[config.mk]
export PLATFORM = sky130hd
export DESIGN_NAME = mem_port_arbiter
export DESIGN_NICKNAME = d
export VERILOG_FILES = /design/src/rtl/mem_port_arbiter.sv
export SDC_FILE = /design/constraint.sdc
export NUM_CORES = 1
export LEC_CHECK = 0
export CAP_MARGIN = 10
export CORE_AREA = 2 2 160 162
export DETAILED_ROUTE_END_ITERATION = 6
export DIE_AREA = 0 0 162 164
export GPL_TIMING_DRIVEN = 0
export PLACE_DENSITY = 0.49
export SETUP_SLACK_MARGIN = 0.02
export SLEW_MARGIN = 20
export SYNTH_ARGS = -nofsm -noshare
export SYNTH_HDL_FRONTEND = slang
export SYNTH_SLANG_ARGS = --single-unit
[constraint.sdc]
create_clock -name clk -period 2.75 [get_ports clk]
set_clock_uncertainty 0.05 [all_clocks]
set_input_delay 0.6875 -clock clk [delete_from_list [all_inputs] [get_ports clk]]
set_output_delay 0.6875 -clock clk [all_outputs]
set_load 0.01 [all_outputs]
[src/rtl/mem_port_arbiter.sv]
// Arbitrates the instruction-fetch and data requesters onto one shared memory port
// and routes each memory response back to the requester that issued it.
package mem_port_arbiter_pkg;
  typedef struct packed {
    logic        valid;
    logic [31:0] addr;
    logic [31:0] data;
    logic        do_read;
    logic        do_write;
  } memory_io_req;

  typedef struct packed {
    logic        valid;
    logic [31:0] addr;
    logic [31:0] data;
  } memory_io_rsp;
endpackage

module mem_port_arbiter
  import mem_port_arbiter_pkg::*;
#(
  parameter int LATENCY      = 1,
  parameter int STARVE_LIMIT = 4
) (
  input  logic         clk,
  input  logic         reset,
  input  memory_io_req inst_req,
  output memory_io_rsp inst_rsp,
  output logic         inst_stall,
  input  memory_io_req data_req,
  output memory_io_rsp data_rsp,
  output logic         data_stall,
  output memory_io_req mem_req,
  input  memory_io_rsp mem_rsp,
  output logic [15:0]  starve_events,
  output logic         proto_err
);

  localparam int CNT_W = $clog2(STARVE_LIMIT + 1);
  localparam logic [CNT_W-1:0] CNT_MAX = CNT_W'(STARVE_LIMIT);

  localparam logic [0:0] DATA_PRI = 1'b0;
  localparam logic [0:0] INST_PRI = 1'b1;

  logic [0:0]       state_q, state_d;
  logic [CNT_W-1:0] starve_cnt_q, starve_cnt_d;
  logic [15:0]      events_q, events_d;
  logic             proto_err_q, proto_err_d;

  logic grant_inst, grant_data, grant_any, forced_grant;

  // Owner pipeline: flush marks slots whose response belongs to a pre-reset request.
  logic [LATENCY-1:0] own_vld_q, own_vld_d;
  logic [LATENCY-1:0] own_id_q, own_id_d;
  logic [LATENCY-1:0] own_flush_q, own_flush_d;
  logic tail_vld, tail_id, tail_flush;

  always_comb begin
    grant_inst = 1'b0;
    grant_data = 1'b0;
    if (!reset) begin
      if (inst_req.valid && data_req.valid) begin
        grant_inst = (state_q == INST_PRI);
        grant_data = (state_q != INST_PRI);
      end else begin
        grant_inst = inst_req.valid;
        grant_data = data_req.valid;
      end
    end
  end

  assign grant_any    = grant_inst | grant_data;
  assign forced_grant = (state_q == INST_PRI) & grant_inst & data_req.valid;

  assign inst_stall = inst_req.valid & ~grant_inst;
  assign data_stall = data_req.valid & ~grant_data;

  always_comb begin
    mem_req = '0;
    if (grant_inst) begin
      mem_req = inst_req;
    end else if (grant_data) begin
      mem_req = data_req;
    end
  end

  always_comb begin
    starve_cnt_d = '0;
    if (inst_req.valid && !grant_inst) begin
      starve_cnt_d = (starve_cnt_q == CNT_MAX) ? starve_cnt_q : starve_cnt_q + 1'b1;
    end
  end

  // INST_PRI lines up with the cycle in which starve_cnt sits at its limit.
  always_comb begin
    state_d = DATA_PRI;
    case (state_q)
      DATA_PRI: state_d = (starve_cnt_d == CNT_MAX) ? INST_PRI : DATA_PRI;
      INST_PRI: state_d = DATA_PRI;
      default:  state_d = DATA_PRI;
    endcase
  end

  assign events_d = (forced_grant && events_q != 16'hFFFF) ? events_q + 16'd1 : events_q;

  genvar gi;
  generate
    for (gi = 0; gi < LATENCY; gi++) begin : g_owner
      if (gi == 0) begin : g_head
        assign own_vld_d[gi]   = grant_any;
        assign own_id_d[gi]    = grant_data;
        assign own_flush_d[gi] = 1'b0;
      end else begin : g_body
        assign own_vld_d[gi]   = own_vld_q[gi-1];
        assign own_id_d[gi]    = own_id_q[gi-1];
        assign own_flush_d[gi] = own_flush_q[gi-1];
      end
    end
  endgenerate

  assign tail_vld   = own_vld_q[LATENCY-1];
  assign tail_id    = own_id_q[LATENCY-1];
  assign tail_flush = own_flush_q[LATENCY-1];

  always_comb begin
    inst_rsp    = '0;
    data_rsp    = '0;
    proto_err_d = proto_err_q;
    if (!reset && mem_rsp.valid) begin
      if (tail_vld) begin
        if (tail_id) begin
          data_rsp = mem_rsp;
        end else begin
          inst_rsp = mem_rsp;
        end
      end else if (!tail_flush) begin
        proto_err_d = 1'b1;
      end
    end
  end

  always_ff @(posedge clk) begin
    if (reset) begin
      state_q      <= DATA_PRI;
      starve_cnt_q <= '0;
      events_q     <= '0;
      proto_err_q  <= 1'b0;
      own_vld_q    <= '0;
      own_id_q     <= '0;
      own_flush_q  <= '1;
    end else begin
      state_q      <= state_d;
      starve_cnt_q <= starve_cnt_d;
      events_q     <= events_d;
      proto_err_q  <= proto_err_d;
      own_vld_q    <= own_vld_d;
      own_id_q     <= own_id_d;
      own_flush_q  <= own_flush_d;
    end
  end

  assign starve_events = events_q;
  assign proto_err     = proto_err_q;

endmodule

==> metrics.txt <==
Max Cap Viol=0; Post-synth EDFFs=0; met2 usage in global routing=0.266; Layout area overhead=181%; worst hold path class=register to register; unrepaired setup endpoints after global routing=yes; Final min period=2.68 ns; crit path capture type=output pin; Total GRT Usage=0.150; vias in the first global route=4441; fin. max-slew vios=0; initial antenna violation count=3; post-synthesis async set-or-reset flop share=0; Flop pwr share=0.252; Place WS=-1.92 ns; Most common cell on crit path=buf_4; Via Count=4421; Tcrit/Tclk final=0.975; busiest grt layer=met2; DPL Wire Length=17600 µm; die area=26600 µm²; critical-path maximum fanout=10; first-pass GRT wire length=29800 µm; drt pass-1 iters=4; arrival time of the worst setup path=1.94 ns; worst stage delay on the critical path=0.26 ns; Die Height=164 µm; gr ovfl total=0; Final WS setup=0.0697 ns; clk_lat worst skew=0.26 ns; Gate power share=0.525; core region area=24800 µm²; Static Leakage=3.57 nW; Initial Utilization=0.110; f_max=373 MHz; ordered cell list for the critical path=buf_4, nor2b_4, nor3b_4, buf_6, buf_4, a22o_1, clkdlybuf4s15_2; mean post-synth cell area=7.62 µm²; clk buf depth=2; Final Net Count=1018; Relative slew margins=0.529; layout cells sized above 1=0.300; count of different cell masters after synthesis=45; filler cell count in the final layout=2734; RD Place Congestion=0.759; Sw Pwr=385 µW; buffers and inverters on the worst path=4; fin util=0.310; master of the slowest instance on the critical path=nor3b_4; standard-cell rows=58; Synth area leaders=and2_1 29%, a22o_1 21%, dfxtp_1 18%; Port Buffers=416; initial DRC count=140; final number of setup-violating endpoints=0; Peak VDD IR=188 µV; Post-CTS Hold Fix Bufs=0; cell family with most CP delay=buffers and inverters; Critical Path RT=2.01 ns; via density per instance=3.87; part of the power in the clock network=0.223; post-synthesis register bit count=24; clock sinks=24; H-tree lvl count=1; Critical Path Start Type=input pin; wire length per cell=18.9 µm; root buf cell=clkbuf_16; critical path type=input pin to output pin; Yosys warnings=0; Post-Synthesis Net Count=563; WL final=21600 µm; P per Cell Area=183 nW/µm²; worst-margin pin slew=0.701 ns; share of the synthesized area in the top cell type=0.295; cell-internal power=1.02 mW; Post-Syn Area=2740 µm²; post-route ant nets=0; Switching Fraction=0.274; CTS Buf Count=3; # IOs=417; Die X-Extent=162 µm; Synth area leader=and2_1; TritonCTS clock tree=built; clk slew on worst S/H paths=0.06 ns; Syn Inst Count=359; Residual DRC=0; status=completed; Most used DFF post-synth=dfxtp_1; final hold vios=0; met1 usage=0.192; largest net degree at the start of global routing=13; Overall Power=1.41 mW; register area share after synthesis=0.176; met3 usage=0.0341
cell usage after synthesis, types with 2 or more instances:
cell type,count
nand2_1,7
dfxtp_1,24
or4_1,3
and2_1,129
nand3_1,5
o21ai_0,3
nand4_1,2
o211ai_1,3
inv_1,4
a21oi_1,8
nor2b_1,7
mux2_1,2
or3_1,2
and4_1,4
nand4b_1,3
nand2b_1,6
and3_1,2
or2_2,2
buf_2,2
nor3b_1,2
nor2_1,9
o41ai_1,4
ha_1,3
and4b_1,2
mux2i_1,6
clkbuf_1,27
a22o_1,66
o31ai_1,2
nor3_1,4
tightest hold or removal path: cells and delay by family, from the launching register on:
family | cells | cell delay, ns
AND/OR/NAND/NOR | 1 | 0.07
flip-flops | 1 | 0.33
AO/OA/AOI/OAI | 1 | 0.04
final cells by class:
cell class / instances / area, µm² / share of cell area
Clock buffer: 3 / 75.1 / 0.00975
Timing Repair Buffer: 453 / 4000 / 0.520
Inverter: 4 / 15.0 / 0.00195
Sequential cell: 24 / 480 / 0.0624
Antenna cell: 1 / 2.50 / 0.000325
Buffer: 30 / 465 / 0.0605
Tap cell: 330 / 413 / 0.0536
Multi-Input combinational cell: 298 / 2240 / 0.291
per-layer routing:
metal	routed length, µm	vias to the layer above
li1	-	2205
met1	9240	2032
met2	10800	171
met3	1340	11
met4	177	2
met5	11	-
power by group through the flow:
| stage | registers (mW) | clock network [mW] | logic [mW] |
|---|---|---|---|
| 2_1_floorplan | 0.362 | 0 | 0.173 |
| 3_3_place_gp | 0.362 | 0 | 0.701 |
| 3_5_place_dp | 0.362 | 0 | 0.700 |
| 4_1_cts | 0.355 | 0.324 | 0.764 |
| 5_1_grt | 0.355 | 0.345 | 0.787 |
| 6_report | 0.355 | 0.313 | 0.739 |
metrics by stage:
step           cells   TNS, ns  area, µm²  hold slack [ns]
2_1_floorplan    359         0       2740            0.446
3_3_place_gp    1105   -256.35       7310            0.406
3_5_place_dp    1105   -255.31       7310            0.413
4_1_cts         1142   -0.0667       7930            0.427
5_1_grt         1142  -0.00525       7690            0.448
6_report        1143         0       7700            0.422
final timing paths:
path | from | endpoint | slack (ns) | cells after the start
setup / recovery | data_req[66] | mem_req[26] | 0.07 | 7
hold / removal | proto_err | proto_err | 0.42 | 2
hold reg to reg | proto_err | proto_err | 0.42 | 2
setup reg to reg | starve_events[0] | starve_events[7] | 0.58 | 5
cell families after synthesis:
logic type	after synthesis	share of synthesized area
compound gates	92	0.275
mux	9	0.0343
fa+ha+maj	3	0.0137
buf+inv	37	0.0562
xor+xnor	1	0.00320
simple gates	193	0.442
flops	24	0.176
flip-flops by register name, summed over array words and instances (netlist names):
| name | flops |
|---|---|
| own_flush_q | 1 |
| own_vld_q | 1 |
| starve_events | 16 |
| starve_cnt_q | 3 |
| own_id_q | 1 |
| state_q | 1 |
| proto_err | 1 |
cells in the final DEF (no fill, tap or decap), types with 5 or more instances in the layout:
cell type and n:
a22o_1 59, clkbuf_16 12, nand2_1 6, clkbuf_2 23, buf_2 94, buf_4 27
clkbuf_8 18, buf_12 6, clkdlybuf4s15_1 23, nand2b_1 6, nor2b_1 5, buf_6 18
buf_8 6, a22o_4 7, clkdlybuf4s15_2 15, dfxtp_1 24, nand3_1 5, and2_1 125
mux2i_1 6, nor2_1 9, clkdlybuf4s50_1 215, a21oi_1 8, dlygate4sd2_1 27
what timing repair did:
item / in CTS / in global routing
pin swaps: 6 / 7
cloned: 10 / 1
endpoints found under the setup margin: 201 / 137
gates resized for setup: 743 / 65
setup buffers: 24 / 4
Note: power is estimated with default switching activity, not from simulation.
